--- src/rtl/uart_pkg.sv ---
// Shared UART definitions: parity encodings, receiver states and counter-width helper.
package uart_pkg;

  localparam int unsigned PARITY_NONE = 0;
  localparam int unsigned PARITY_EVEN = 1;
  localparam int unsigned PARITY_ODD  = 2;

  typedef enum logic [2:0] {
    RX_IDLE,
    RX_START,
    RX_DATA,
    RX_PARITY,
    RX_STOP
  } rx_state_e;

  // Bits needed to hold 0..n-1, never less than one.
  function automatic int unsigned cnt_width(input int unsigned n);
    return (n <= 2) ? 1 : $clog2(n);
  endfunction

endpackage

--- src/rtl/uart_rx_os_if.sv ---
// Receiver-to-consumer word interface with per-word status flags.
interface uart_rx_os_if #(
  parameter int unsigned DATA_BITS = 8
);
  logic [DATA_BITS-1:0] rx_data;
  logic                 rx_valid;
  logic                 rx_ready;
  logic                 parity_err;
  logic                 frame_err;
  logic                 overrun;
  logic                 busy;

  modport master (
    output rx_data, rx_valid, parity_err, frame_err, overrun, busy,
    input  rx_ready
  );

  modport slave (
    input  rx_data, rx_valid, parity_err, frame_err, overrun, busy,
    output rx_ready
  );
endinterface

--- src/rtl/uart_baud_tick.sv ---
// Free-running oversample tick generator; one-cycle tick every DIV clocks.
module uart_baud_tick
  import uart_pkg::*;
#(
  parameter int unsigned CLK_HZ     = 50_000_000,
  parameter int unsigned BAUD       = 9600,
  parameter int unsigned OVERSAMPLE = 16
) (
  input  logic clk,
  input  logic reset,
  output logic tick
);

  localparam int unsigned RATE  = BAUD * OVERSAMPLE;
  localparam int unsigned DIV   = (CLK_HZ + RATE / 2) / RATE;
  localparam int unsigned DIV_W = cnt_width(DIV);

  if (DIV < 2) begin : g_div_chk
    $error("uart_baud_tick: clock too slow for BAUD*OVERSAMPLE (DIV < 2)");
  end

  logic [DIV_W-1:0] cnt_q, cnt_d;
  logic             tick_q;

  always_comb begin
    cnt_d = (cnt_q == DIV_W'(DIV - 1)) ? '0 : cnt_q + DIV_W'(1);
  end

  // Tick is registered so it coincides with the counter sitting at DIV-1.
  always_ff @(posedge clk or posedge reset) begin
    if (reset) begin
      cnt_q  <= '0;
      tick_q <= 1'b0;
    end else begin
      cnt_q  <= cnt_d;
      tick_q <= (cnt_d == DIV_W'(DIV - 1));
    end
  end

  assign tick = tick_q;

endmodule

--- src/rtl/uart_rx_os.sv ---
// Oversampling UART receiver: synchroniser, 3-sample majority vote, deframing FSM
// and a valid/ready output stage with parity/frame/overrun flags.
module uart_rx_os
  import uart_pkg::*;
#(
  parameter int unsigned CLK_HZ     = 50_000_000,
  parameter int unsigned BAUD       = 9600,
  parameter int unsigned OVERSAMPLE = 16,
  parameter int unsigned DATA_BITS  = 8,
  parameter int unsigned PARITY     = 0,
  parameter int unsigned STOP_BITS  = 1
) (
  input  logic          clk,
  input  logic          reset,
  input  logic          RxD,
  uart_rx_os_if.master  rx
);

  localparam int unsigned OS_W  = cnt_width(OVERSAMPLE);
  localparam int unsigned BIT_W = cnt_width(DATA_BITS);

  if (OVERSAMPLE < 4 || (OVERSAMPLE % 2) != 0) begin : g_os_chk
    $error("uart_rx_os: OVERSAMPLE must be even and >= 4");
  end

  logic tick;

  uart_baud_tick #(
    .CLK_HZ     (CLK_HZ),
    .BAUD       (BAUD),
    .OVERSAMPLE (OVERSAMPLE)
  ) u_tick (
    .clk   (clk),
    .reset (reset),
    .tick  (tick)
  );

  rx_state_e            state_q, state_d;
  logic                 sync1_q, sync2_q;
  logic                 prev_q, prev_d;
  logic [OS_W-1:0]      os_cnt_q, os_cnt_d;
  logic [BIT_W-1:0]     bit_cnt_q, bit_cnt_d;
  logic [1:0]           votes_q, votes_d;
  logic [DATA_BITS-1:0] shift_q, shift_d;
  logic                 perr_q, perr_d;
  logic                 ferr_q, ferr_d;
  logic [DATA_BITS-1:0] data_q, data_d;
  logic                 valid_q, valid_d;
  logic                 pe_q, pe_d;
  logic                 fe_q, fe_d;
  logic                 ovr_q, ovr_d;
  logic                 busy_q, busy_d;

  logic rxd_s, maj_c, exp_par_c, last_tick_c, vote_tick_c, done_c, accept_c;

  assign rxd_s       = sync2_q;
  assign maj_c       = (votes_q[0] & votes_q[1]) | (votes_q[0] & rxd_s) | (votes_q[1] & rxd_s);
  assign exp_par_c   = (PARITY == PARITY_ODD) ? ~(^shift_q) : ^shift_q;
  assign last_tick_c = (os_cnt_q == OS_W'(OVERSAMPLE - 1));
  assign vote_tick_c = (os_cnt_q == OS_W'(OVERSAMPLE / 2 + 1));
  assign accept_c    = valid_q & rx.rx_ready;

  always_ff @(posedge clk or posedge reset) begin
    if (reset) begin
      state_q   <= RX_IDLE;
      sync1_q   <= 1'b1;
      sync2_q   <= 1'b1;
      prev_q    <= 1'b1;
      os_cnt_q  <= '0;
      bit_cnt_q <= '0;
      votes_q   <= '0;
      shift_q   <= '0;
      perr_q    <= 1'b0;
      ferr_q    <= 1'b0;
      data_q    <= '0;
      valid_q   <= 1'b0;
      pe_q      <= 1'b0;
      fe_q      <= 1'b0;
      ovr_q     <= 1'b0;
      busy_q    <= 1'b0;
    end else begin
      state_q   <= state_d;
      sync1_q   <= RxD;
      sync2_q   <= sync1_q;
      prev_q    <= prev_d;
      os_cnt_q  <= os_cnt_d;
      bit_cnt_q <= bit_cnt_d;
      votes_q   <= votes_d;
      shift_q   <= shift_d;
      perr_q    <= perr_d;
      ferr_q    <= ferr_d;
      data_q    <= data_d;
      valid_q   <= valid_d;
      pe_q      <= pe_d;
      fe_q      <= fe_d;
      ovr_q     <= ovr_d;
      busy_q    <= busy_d;
    end
  end

  always_comb begin
    state_d   = state_q;
    prev_d    = prev_q;
    os_cnt_d  = os_cnt_q;
    bit_cnt_d = bit_cnt_q;
    votes_d   = votes_q;
    shift_d   = shift_q;
    perr_d    = perr_q;
    ferr_d    = ferr_q;
    done_c    = 1'b0;

    if (tick) begin
      prev_d = rxd_s;
      if (state_q == RX_IDLE) begin
        // Only a real high-to-low transition starts a frame; a held-low line does not.
        if (prev_q && !rxd_s) begin
          state_d   = RX_START;
          os_cnt_d  = '0;
          bit_cnt_d = '0;
          perr_d    = 1'b0;
          ferr_d    = 1'b0;
        end
      end else begin
        os_cnt_d = last_tick_c ? '0 : os_cnt_q + OS_W'(1);
        if (os_cnt_q == OS_W'(OVERSAMPLE / 2 - 1)) votes_d[0] = rxd_s;
        if (os_cnt_q == OS_W'(OVERSAMPLE / 2))     votes_d[1] = rxd_s;

        unique case (state_q)
          RX_START: begin
            if (vote_tick_c && maj_c) state_d = RX_IDLE;
            else if (last_tick_c)     state_d = RX_DATA;
          end
          RX_DATA: begin
            if (vote_tick_c) shift_d = {maj_c, shift_q[DATA_BITS-1:1]};
            if (last_tick_c) begin
              if (bit_cnt_q == BIT_W'(DATA_BITS - 1)) begin
                bit_cnt_d = '0;
                state_d   = (PARITY != PARITY_NONE) ? RX_PARITY : RX_STOP;
              end else begin
                bit_cnt_d = bit_cnt_q + BIT_W'(1);
              end
            end
          end
          RX_PARITY: begin
            if (vote_tick_c) perr_d = (maj_c != exp_par_c);
            if (last_tick_c) state_d = RX_STOP;
          end
          RX_STOP: begin
            // Finish at the last stop bit's mid-sample so an early next start is caught.
            if (vote_tick_c) begin
              if (!maj_c) ferr_d = 1'b1;
              if (bit_cnt_q == BIT_W'(STOP_BITS - 1)) begin
                state_d = RX_IDLE;
                done_c  = 1'b1;
              end
            end else if (last_tick_c) begin
              bit_cnt_d = bit_cnt_q + BIT_W'(1);
            end
          end
          default: state_d = RX_IDLE;
        endcase
      end
    end
  end

  // Output stage: deliver, or drop and flag overrun while a word is still pending.
  always_comb begin
    data_d  = data_q;
    valid_d = valid_q;
    pe_d    = pe_q;
    fe_d    = fe_q;
    ovr_d   = ovr_q;
    busy_d  = (state_d != RX_IDLE);

    if (accept_c) begin
      valid_d = 1'b0;
      ovr_d   = 1'b0;
    end
    if (done_c) begin
      if (!valid_q || accept_c) begin
        data_d  = shift_q;
        pe_d    = perr_q;
        fe_d    = ferr_d;
        valid_d = 1'b1;
      end else begin
        ovr_d = 1'b1;
      end
    end
  end

  assign rx.rx_data    = data_q;
  assign rx.rx_valid   = valid_q;
  assign rx.parity_err = pe_q;
  assign rx.frame_err  = fe_q;
  assign rx.overrun    = ovr_q;
  assign rx.busy       = busy_q;

endmodule

--- src/flat_wrapper.sv ---
// flat-port wrapper written by rule: the top's interface ports become plain ports
module uart_rx_os_flat import uart_pkg::*;
#(
  parameter int unsigned CLK_HZ     = 50_000_000,
  parameter int unsigned BAUD       = 9600,
  parameter int unsigned OVERSAMPLE = 16,
  parameter int unsigned DATA_BITS  = 8,
  parameter int unsigned PARITY     = 0,
  parameter int unsigned STOP_BITS  = 1
)
  (clk, reset, RxD, rx_rx_data, rx_rx_valid, rx_parity_err, rx_frame_err, rx_overrun, rx_busy, rx_rx_ready);
  uart_rx_os_if #(.DATA_BITS(DATA_BITS)) rx_i ();
  input  logic clk;
  input  logic reset;
  input  logic RxD;
  output wire logic [$bits(rx_i.rx_data)-1:0] rx_rx_data;
  output wire logic [$bits(rx_i.rx_valid)-1:0] rx_rx_valid;
  output wire logic [$bits(rx_i.parity_err)-1:0] rx_parity_err;
  output wire logic [$bits(rx_i.frame_err)-1:0] rx_frame_err;
  output wire logic [$bits(rx_i.overrun)-1:0] rx_overrun;
  output wire logic [$bits(rx_i.busy)-1:0] rx_busy;
  input wire logic [$bits(rx_i.rx_ready)-1:0] rx_rx_ready;
  assign rx_rx_data = rx_i.rx_data;
  assign rx_rx_valid = rx_i.rx_valid;
  assign rx_parity_err = rx_i.parity_err;
  assign rx_frame_err = rx_i.frame_err;
  assign rx_overrun = rx_i.overrun;
  assign rx_busy = rx_i.busy;
  assign rx_i.rx_ready = rx_rx_ready;
  uart_rx_os #(.CLK_HZ(CLK_HZ), .BAUD(BAUD), .OVERSAMPLE(OVERSAMPLE), .DATA_BITS(DATA_BITS), .PARITY(PARITY), .STOP_BITS(STOP_BITS)) u_core (.clk(clk), .reset(reset), .RxD(RxD), .rx(rx_i));
endmodule
--- config.mk ---
export PLATFORM = sky130hd
export DESIGN_NAME = uart_rx_os_flat
export DESIGN_NICKNAME = d
export VERILOG_FILES = /design/src/rtl/uart_pkg.sv /design/src/rtl/uart_rx_os_if.sv /design/src/rtl/uart_baud_tick.sv /design/src/rtl/uart_rx_os.sv /design/src/flat_wrapper.sv
export SDC_FILE = /design/constraint.sdc
export NUM_CORES = 1
export LEC_CHECK = 0
export BUFFER_PORTS_ARGS = -buffer_cell sky130_fd_sc_hd__buf_2
export CAP_MARGIN = 20
export CORE_MARGIN = 2
export CORE_UTILIZATION = 40
export DETAILED_ROUTE_END_ITERATION = 6
export GPL_TIMING_DRIVEN = 0
export SLEW_MARGIN = 20
export SYNTH_ARGS = -nofsm -noshare
export SYNTH_HDL_FRONTEND = slang
export SYNTH_SLANG_ARGS = --single-unit
--- constraint.sdc ---
create_clock -name clk -period 3.9 [get_ports clk]
set_input_delay 0.975 -clock clk [delete_from_list [all_inputs] [get_ports clk]]
set_output_delay 0.975 -clock clk [all_outputs]
set_load 0.02 [all_outputs]
# After elaboration in Yosys (flattened, before gate mapping)
# Cells that the tools add are included.
# totals
regBits	48
latchBits	0
ram_bits	0
romBits	0
in_bits	4
output_inout_bits	13
wordCells	107
mem_count	0
# op_classes
addsub	3
n_mul	0
n_div	0
order_cmp	0
eq_ne	16
shift	0
muxes	43
n_bitwise	7
reduce_logical	19
# op_table
op	count
3-bit two-way mux	16
1-bit two-way mux	21
9-bit == test (second input constant)	2
4-bit == test (second input constant)	3
4-bit two-way mux	3
3-bit one-hot mux with 4 select lines	1
9-bit by 1-bit adder with 9-bit output (second input constant)	1
9-bit two-way mux	1
4-bit AND reduction	2
8-bit parity	1
3-bit by 2-bit == test with 1-bit output (second input constant)	2
3-bit == test (second input constant)	2
3-bit logical NOT	2
3-bit by 1-bit != test with 1-bit output (second input constant)	2
3-bit one-hot mux with 2 select lines	1
3-bit AND reduction	2
6-bit AND reduction	1
3-bit nonzero test	2
4-bit by 1-bit adder with 4-bit output (second input constant)	1
1-bit bitwise AND	4
4-bit by 3-bit == test with 1-bit output (second input constant)	1
2-bit AND reduction	2
2-bit nonzero test	2
3-bit by 1-bit adder with 3-bit output (second input constant)	1
9 further kinds	12

# Logic depth before layout (Yosys ltp)
# Gate-level depths: netlist of run 1.
# depth
ltp_word	9
ltp_mapped	6
ltp_nobuf	6

# Modules after synthesis
# A second synthesis of run 1 with hierarchy kept.
# unflattened
hier_cells	204
area_unflattened_um2	2384.8
# modules_own_cells
module	n_inst	cells_per_inst	area_per_inst_um2	seq_area_each_um2
uart_rx_os	1	155	1886.8	954.7
uart_baud_tick	1	49	498.0	250.2

# Least setup slack after synthesis of run 1
# Ideal clock, no wire load.
# synth_timing
path_type	reg-to-reg
start	register u_core.os_cnt_q[0]
end	register u_core.bit_cnt_q[0]
setup_ps	125
arrival_time_ps	1641
t_required_ps	3775
path_slack_ps	2134
path_stages_with_launch	6
n_path_buf	0
synth_period_minus_slack_ps	1766
path_cell_list	dfrtp_1 ha_1 nand3_1 maj3_2 nor3_2 mux2_2
# synth_via
elab_chain_len	3
elab_cells_between_ends	6
cone_classes	eq/ne (5); reduce/logical (1)
# synth_rtl
item	line_no	rtl
from (decl)	uart_rx_os.sv:41	logic [OS_W-1:0] os_cnt_q, os_cnt_d;
from (signal assigned)	uart_rx_os.sv:86	os_cnt_q <= os_cnt_d;
4-bit == test (on tied branches)	uart_rx_os.sv:59, uart_rx_os.sv:60	
3-bit by 1-bit != test with 1-bit output (no line) or 3-bit != test (tied branches)	n/a	
6-bit AND reduction (no line) (*)	n/a	
to (signal assigned)	uart_rx_os.sv:87	bit_cnt_q <= bit_cnt_d;
to (decl)	uart_rx_os.sv:42	logic [BIT_W-1:0] bit_cnt_q, bit_cnt_d;
# Mark *: on every way between the ends. The rest lies on a longest branch, timed or not.
# A chain may end at the register's enable or synchronous reset.

# Final worst setup path of run 1
# Ends and elaborated chain as after synthesis.

==> results_dict.tcl, run 1 <==
set metrics [dict create \
    status "complete, no violations" \
    fillCellCount 520 \
    slew_headroom_pct 56.1 \
    synth_area_per_cell_um2 12.0 \
    fin_setup_tns_ns 0 \
    die_width_um 81.5 \
    min_period_over_period_pct 51.2 \
    p_per_area_mw_per_mm2 327 \
    worstPathBufferInverterCount 0 \
    critical_path_peak_fanout 6 \
    antenna_found_initial 0 \
    cap_violations 0 \
    cp.arrival_ns 2.19 \
    dpl_cell_area_mm2 0.00259 \
    drv_slew 0 \
    viasPerCell 5.09 \
    wirelength_mm 4.07 \
    startpoint_type "register" \
    track_usage_pct 13.8 \
    num_vias 1528 \
    die-height_um 81.5 \
    yosysTopAreaCell "dfrtp_1" \
    leakagePower_uw 0.00132 \
    cts_max_path_buffers 2 \
    root_buffer "clkbuf_8" \
    yosys.cell_count.top_type "dfrtp_1" \
    postSynthCellCount 200 \
    area_growth_syn_to_layout_pct 12.9 \
    tritoncts "built" \
    yosysWarnings 0 \
    critPathSlowestCell "dfrtp_1" \
    syn-cell-area_mm2 0.00240 \
    drc 0 \
    crit_chain "ha_1 > nand3_1 > maj3_2 > nor3_2 > mux2_2" \
    clock_latency_ns 0.30 \
    numClockSinks 48 \
    antenna_cells 0 \
    drt-initial-drc-count 78 \
    cp_top_family "adder cells" \
    layout_setup_ws_ns 1.90 \
    ys_seq_elements 48 \
    cts-htree-levels 2 \
    ys_seq_area_share_pct 50.2 \
    worst_slew_pin_slew_ns 0.649 \
    cts.clk_slew.worst_paths_ns 0.09 \
    vdd_drop_max_mv 0.244 \
    final-setup-viol-count 0 \
    finalCriticalPeriod_ns 2.00 \
    synth_fp_nets 212 \
    grt_max_degree 27 \
    skew_ns 0.00547 \
    synthArstFlopShare_pct 100 \
    required_ns 4.09 \
    grt-ovfl-total 0 \
    ios 17 \
    die-area_mm2 0.00663 \
    ant_nets 0 \
    rows 28 \
    start_util_pct 41.0 \
    cpPeakStageDelay_ns 0.43 \
    place_hpwl_mm 2.82 \
    grt_pass1_wl_mm 7.02 \
    cts-buffers-inserted 5 \
    grt_pass1_vias 1518 \
    ctsHoldBuffers 0 \
    numPortBuffers 16 \
    hold_viol_final 0 \
    yosysTopAreaCellShare_pct 46.9 \
    fmax_ghz 0.501 \
    routabilityCongestion 0.771 \
    core_mm2 0.00585 \
    synthFlopType "dfrtp_1" \
    postCtsSetupBuffers 0 \
    wl_per_cell_um 13.6 \
    nNetsFinal 236 \
    endpoint_kind "register" \
    synthTopCellsByCount "45 x dfrtp_1, 25 x mux2_2, 9 x inv_1, 9 x nand2_1, 9 x xnor2_1" \
    hp-class "reg -> reg" \
    synth_edf_count 0 \
    synthTopCellsByArea "dfrtp_1 47%, mux2_2 12%, ha_1 4.2%" \
    crit_type "reg -> reg" \
    drive_gt1_share_pct 28.9 \
    first_pass_iters 4 \
    design_area_mm2 0.00271 \
    grt_setup_unrepaired "no" \
    cts_resized 0 \
    synth_cell_types 49 \
    place_ws_ns 1.91 \
]
## cell usage in the layout (no fill, tap or decap), types with 4 or more instances in the layout
master    netlist  layout
dfrtp_1        45      45
mux2_2         25      25
buf_2           5      21
nand2_1         9       9
xnor2_1         9       9
inv_1           9       8
o21ai_0         8       8
ha_1            8       8
nand3_1         7       7
nor2_1          6       6
clkbuf_8        0       5
nor3_1          4       4
a21oi_1         4       4
nor2b_1         4       4
xor2_1          4       4
## worst paths after layout
check                              startpoint                     end  slack, ns  cells past startpoint
setup / recovery           u_core.os_cnt_q[0]     u_core.bit_cnt_q[0]       1.90                      5
hold / removal                 u_core.sync1_q            u_core.rxd_s       0.36                      0
setup reg to reg           u_core.os_cnt_q[0]     u_core.bit_cnt_q[0]       1.90                      5
hold reg to reg                u_core.sync1_q            u_core.rxd_s       0.36                      0
max in group asynchronous               reset    u_core.rx.rx_data[6]       2.72                      3
min in group asynchronous               reset  u_core.u_tick.cnt_q[0]       0.69                      2
## worst register-to-register path: stages, from the launching register on
cell and delay, ns:
dfrtp_1 0.43, ha_1 0.27, nand3_1 0.21, maj3_2 0.36, nor3_2 0.24, mux2_2 0.37
## final cells by class
type                    count  area, um^2  area share, %
flip-flops and latches     48        1200           44.5
multi-input cells         136        1130           41.7
repair buffers             17         100           3.70
well taps                  75        93.8           3.46
clock buffers               5        68.8           2.54
clock inverters             3        46.3           1.71
inverters                   9        33.8           1.25
plain buffers               7        32.5           1.20
## metal layers
layer	track usage (%)	vias to the layer above	part of all wire, %
met5	0	-	0
met4	3.73	0	0.64
met3	4.40	2	3.2
met2	20.4	23	44
met1	19.5	743	52
li1	-	760	-
## where the power goes
| group | leakage (uW) | switching [uW] | internal [uW] |
|---|---|---|---|
| Clock | 0.0000548 | 174 | 193 |
| Combinational | 0.000624 | 11.9 | 4.26 |
| Sequential | 0.000645 | 1.50 | 500 |
| Total | 0.00132 | 188 | 698 |
## registers in the layout (all words and copies together) (netlist names), 2 cells and up
signal / flops
u_core.shift_q: 8
u_core.os_cnt_q: 4
u_core.votes_q: 2
u_core.state_q: 3
u_core.bit_cnt_q: 3
u_core.u_tick.cnt_q: 9
u_core.rx.rx_data: 8
## through the flow
stage	instances	power (uW)	hold slack (ns)	util, %
finish	300	885	0.361	46.3
floorplan	200	520	0.345	-
CTS	300	902	0.364	46.3
global route	300	927	0.371	46.3
global placement	291	526	0.351	44.0
detailed placement	292	529	0.350	44.3
## logic make-up (layout without fill, tap and decap cells)
kind of cell    after synthesis  in the layout  synth area share (%)
compound gates               31             31                  9.65
flops                        48             48                  50.2
fa+ha+maj                    10             10                  5.06
mux                          26             26                  12.1
buf+inv                      16             41                  2.76
simple gates                 55             55                  14.5
xor+xnor                     14             14                  5.68
Note: power is estimated with default switching activity, not from simulation.
==> run 2: changes to the inputs <==
==> constraint.sdc (replaced) <==
create_clock -name clk -period 1.8 [get_ports clk]
set_input_delay 0.45 -clock clk [delete_from_list [all_inputs] [get_ports clk]]
set_output_delay 0.45 -clock clk [all_outputs]
set_load 0.02 [all_outputs]
==> run 2 against run 1 <==
Net effect: routed wire length rose by 3.9%; highest routed layer unchanged; global-route usage rose by 0.17 points; register-to-register slack got worse by 1.9 ns; die area did not move; via count rose by 2.1%; sequential power rose by 120%; cell area rose by 5.4%; largest power group unchanged; cell count rose by 2.3%.
==> results_dict.tcl, run 2 (same netlist as run 1, synthesis figures left out) <==
set metrics [dict create \
    largest-register "u_core.u_tick.cnt_q" \
    die_width_um 81.5 \
    first_pass_iters 4 \
    cap_violations 0 \
    root_buffer "clkbuf_8" \
    crit_type "reg -> reg" \
    routabilityCongestion 0.771 \
    rr_endpoint "u_core.bit_cnt_q[0]" \
    grt-ovfl-total 0 \
    min_period_over_period_pct 98.1 \
    area_growth_syn_to_layout_pct 18.9 \
    antenna_found_initial 0 \
    finalCriticalPeriod_ns 1.77 \
    vdd_drop_max_mv 0.520 \
    drc 0 \
    drv_slew 0 \
    die-area_mm2 0.00663 \
    track_usage_pct 14.0 \
    die-height_um 81.5 \
    layout_commonest_cell "dfrtp_1" \
    ant_nets 0 \
    ios 17 \
    cts-htree-levels 2 \
    fmax_ghz 0.566 \
    r2r_setup_slack_ns 0.03 \
    hold_viol_final 0 \
    numClockSinks 48 \
    grt_pass1_vias 1545 \
    cts-buffers-inserted 5 \
    cts_max_path_buffers 2 \
    startpoint_type "register" \
    tritoncts "built" \
    rows 28 \
    leakagePower_uw 0.00135 \
    status "complete, no violations" \
    critical_path_peak_fanout 5 \
    ctsHoldBuffers 0 \
    drive_gt1_share_pct 37.5 \
    required_ns 1.99 \
    start_util_pct 41.0 \
    drt-initial-drc-count 76 \
    final-setup-viol-count 0 \
    endpoint_kind "register" \
    final_cell_count_no_fill 307 \
    clock_latency_ns 0.30 \
    viasPerCell 5.08 \
    fin_setup_tns_ns 0 \
    skew_ns 0.00545 \
    p_per_area_mw_per_mm2 673 \
    r2r_start "u_core.os_cnt_q[0]" \
    wirelength_mm 4.23 \
    grt_setup_unrepaired "yes" \
    place_hpwl_mm 2.82 \
    post-route-util_pct 48.8 \
    worst_slew_pin_slew_ns 0.506 \
    largest_reg_flops 9 \
    antenna_cells 0 \
    grt_pass1_wl_mm 7.10 \
    dp_cells 292 \
    slew_headroom_pct 66.3 \
    final_cell_mix "42 x dfrtp_1, 23 x mux2_2, 21 x buf_2, 9 x nand2_1, 9 x xnor2_1" \
    nNetsFinal 243 \
    core_mm2 0.00585 \
    num_vias 1560 \
    hp-class "in -> async" \
    r2r_cells 5 \
    cp.arrival_ns 1.96 \
    numPortBuffers 16 \
    grt_max_degree 27 \
    cts.clk_slew.worst_paths_ns 0.09 \
    wl_per_cell_um 13.8 \
]
-- run 2: changes by cell type in the layout (fill, tap and decap cells not counted), moves of 3 or more --
cell	delta
buf_4	+6
ha_1	-5
dfrtp_1	-3
dfrtp_2	+3
ha_2	+3
-- run 2: worst max-delay path by stage --
stage	start	end	cells after the start
5_1_grt	u_core.os_cnt_q[0]	u_core.rx.parity_err	6
4_1_cts	u_core.os_cnt_q[0]	u_core.bit_cnt_q[0]	5
3_5_place_dp	u_core.os_cnt_q[0]	u_core.bit_cnt_q[0]	5
6_report	u_core.os_cnt_q[0]	u_core.bit_cnt_q[0]	5
2_1_floorplan	u_core.os_cnt_q[0]	u_core.bit_cnt_q[0]	5
3_3_place_gp	reset	u_core.state_q[1]	2
-- run 2: per-layer routing --
layer  share of wire [%]  up-vias  track usage (%)  wire (um)
li1                    -      777                -          -
met1                  51      758             19.4       2150
met2                  45       23             21.1       1900
met3                 3.7        2             4.40        155
met4                0.62        0             3.73         26
met5                   0        -                0          0
-- run 2: critical path, cell delays in order, from the launching register on --
cell and delay (ns):
dfrtp_2 0.43, ha_4 0.18, nand3_4 0.08, maj3_2 0.35, nor3_4 0.29, mux2_4 0.33
-- run 2: area by class of cell --
| class | instances | area, um^2 |
|---|---|---|
| repair buffers | 24 | 156 |
| fillers | 509 | 3000 |
| flip-flops and latches | 48 | 1210 |
| inverters | 9 | 33.8 |
| multi-input cells | 136 | 1210 |
| clock buffers | 5 | 68.8 |
| plain buffers | 7 | 32.5 |
| well taps | 75 | 93.8 |
| clock inverters | 3 | 46.3 |
-- run 2: repair_timing --
action | 4_1_cts | 5_1_grt
setup buffers | 1 | 6
pin swaps | 1 | 5
hold endpoints to repair | 0 | 0
gates resized for setup | 3 | 19
endpoints found under the setup margin | 13 | 22
-- run 2: report_power, final --
part | internal [uW] | switching, uW | leakage (uW)
clock | 419 | 380 | 0.0000548
sequential | 1080 | 3.47 | 0.000641
combinational | 9.30 | 25.8 | 0.000656
total | 1510 | 410 | 0.00135
-- run 2: metrics by stage --
stage	total power, uW	hold slack [ns]	worst slack (ns)	cell area, um^2
after detailed placement	1150	0.350	-0.185	2590
after CTS	1950	0.170	-0.0173	2730
after global routing	2010	0.206	-0.0375	2850
final	1920	0.160	0.0338	2850
after global placement	1140	0.351	-0.420	2570
after floorplan	1130	0.345	0.0344	2400
==> run 3: changes to the inputs <==
--- a/config.mk
+++ b/config.mk
@@ -7,6 +7,7 @@
 export LEC_CHECK = 0
 export BUFFER_PORTS_ARGS = -buffer_cell sky130_fd_sc_hd__buf_2
 export CAP_MARGIN = 20
+export CORE_ASPECT_RATIO = 1.75
 export CORE_MARGIN = 2
 export CORE_UTILIZATION = 40
 export DETAILED_ROUTE_END_ITERATION = 6
==> run 3 against run 2 <==
Net effect: flip-flop and latch count unchanged; power increased by 7.2%; global-route usage is 0.095 points lower; largest cell class unchanged; fmax fell by 1.4%; first-iteration DRC count fell by 67%; cell count grew 2.0%; critical path type unchanged.
==> results_dict.tcl, run 3 (same netlist as run 1, synthesis figures left out) <==
set metrics [dict create \
    numClockSinks 48 \
    fillCellCount 564 \
    cts.clk_slew.worst_paths_ns 0.09 \
    largest_reg_flops 9 \
    track_usage_pct 13.9 \
    met1_usage_pct 14.7 \
    cts_max_path_buffers 2 \
    design_area_mm2 0.00291 \
    slew_headroom_pct 67.9 \
    drc 0 \
    fmax_ghz 0.558 \
    hold_viol_final 0 \
    largest-register "u_core.u_tick.cnt_q" \
    drv_slew 0 \
    place_hpwl_mm 3.13 \
    final_cell_mix "43 x dfrtp_1, 23 x mux2_2, 21 x buf_2" \
    worst_slew_pin_slew_ns 0.480 \
    grt-ovfl-total 0 \
    r2r_cells 7 \
    cts-htree-levels 2 \
    wirelength_mm 4.41 \
    register_area_mm2 0.00121 \
    startpoint_type "register" \
    grt_max_degree 29 \
    numPortBuffers 16 \
    critical_path_peak_fanout 5 \
    die-height_um 106 \
    nNetsFinal 246 \
    root_buffer "clkbuf_8" \
    drive_gt1_share_pct 37.4 \
    skew_ns 0.0105 \
    cts-buffers-inserted 5 \
    grt_pass1_wl_mm 7.26 \
    ios 17 \
    clock_latency_ns 0.30 \
    die_width_um 62.6 \
    status "complete, no violations" \
    die-area_mm2 0.00666 \
    required_ns 2.00 \
    grt_setup_unrepaired "yes" \
    start_util_pct 41.1 \
    grt_pass1_vias 1585 \
    first_pass_iters 4 \
    routabilityCongestion 0.851 \
    r2r_start "u_core.os_cnt_q[1]" \
    dpl_cell_area_mm2 0.00260 \
    area_growth_syn_to_layout_pct 21.2 \
    ant_nets 0 \
    endpoint_kind "register" \
    top_usage_layer "met2" \
    min_period_over_period_pct 99.5 \
    leakagePower_uw 0.00139 \
    rows 37 \
    grt_use_met3_pct 2.54 \
    r2r_setup_slack_ns 0.009 \
    grt_util_met2_pct 25.5 \
    num_vias 1619 \
    viasPerCell 5.17 \
    core_mm2 0.00583 \
    tritoncts "built" \
    layout_commonest_cell "dfrtp_1" \
    p_total_uw 2060 \
    cp.arrival_ns 1.99 \
    finalCriticalPeriod_ns 1.79 \
    p_per_area_mw_per_mm2 708 \
    antenna_found_initial 0 \
    drt-initial-drc-count 25 \
    multi_input_area_mm2 0.00123 \
    antenna_cells 0 \
    hp-class "in -> async" \
    crit_type "reg -> reg" \
    final-setup-viol-count 0 \
    critPathLaunch "u_core.os_cnt_q[1]" \
    vdd_drop_max_mv 0.493 \
    wl_per_cell_um 14.1 \
    cap_violations 0 \
]
run 3: cell count changes in the layout (fill, tap and decap cells not counted):
cell        change
buf_4           +3
buf_6           -1
bufinv_16       +1
clkinvlp_4      -1
dfrtp_1         +1
dfrtp_2         -1
ha_1            +1
ha_2            -1
nand2_8         +1
o21ai_0         -1
o21ai_1         +1
run 3: timing repair:
item / 4_1_cts / 5_1_grt
pin swaps: 3 / 4
endpoints found under the setup margin: 13 / 23
gates cloned: 0 / 1
buffers inserted: 4 / 5
resized for setup: 5 / 17
hold buffers: 0 / 0
run 3: cell type report:
class,instances,share of cell area (%)
sequential,48,41.5
clock inverter,3,2.37
multi-input combinational,137,42.3
tap,78,3.36
inverter,9,1.16
buffer,7,1.12
clock buffer,5,2.37
timing repair buffer,26,5.77
run 3: report_power, final:
| part | internal, uW | switching, uW | total [uW] |
|---|---|---|---|
| Clock | 559 | 377 | 937 |
| Sequential | 1080 | 3.20 | 1090 |
| Combinational | 9.30 | 26.1 | 35.4 |
| Total | 1650 | 407 | 2060 |
run 3: metal layers:
layer / up-vias / wire (um) / part of all wire (%)
li1: 780 / - / -
met1: 810 / 1780 / 40
met2: 20 / 2430 / 55
met3: 9 / 97 / 2.2
met4: 0 / 111 / 2.5
met5: - / 0 / 0
run 3: worst max-delay path, cell delays in order, from the launching register on:
cell and delay (ns):
dfrtp_2 0.46, inv_2 0.09, ha_4 0.13, nand3b_1 0.18
nor4_4 0.28, buf_4 0.19, nand2_8 0.07, mux2_4 0.30
run 3: path summary, 6_finish.rpt:
check	endpoint
setup / recovery	u_core.rx.rx_data[0]
hold / removal	u_core.u_tick.cnt_q[1]
setup reg to reg	u_core.rx.rx_data[0]
hold reg to reg	u_core.rxd_s
max in group asynchronous	u_core.prev_q
min in group clk	u_core.sync1_q
run 3: through the flow:
stage	hold WS, ns	util [%]	setup TNS [ns]	worst slack, ns	std cells
6_report	0.155	49.8	0	0.00881	313
5_1_grt	0.193	49.8	-0.251	-0.0520	313
4_1_cts	0.164	47.9	-0.101	-0.0127	307
3_5_place_dp	0.351	44.5	-1.58	-0.271	295
3_3_place_gp	0.348	44.2	-21.75	-0.449	294
2_1_floorplan	0.345	-	0	0.0344	200
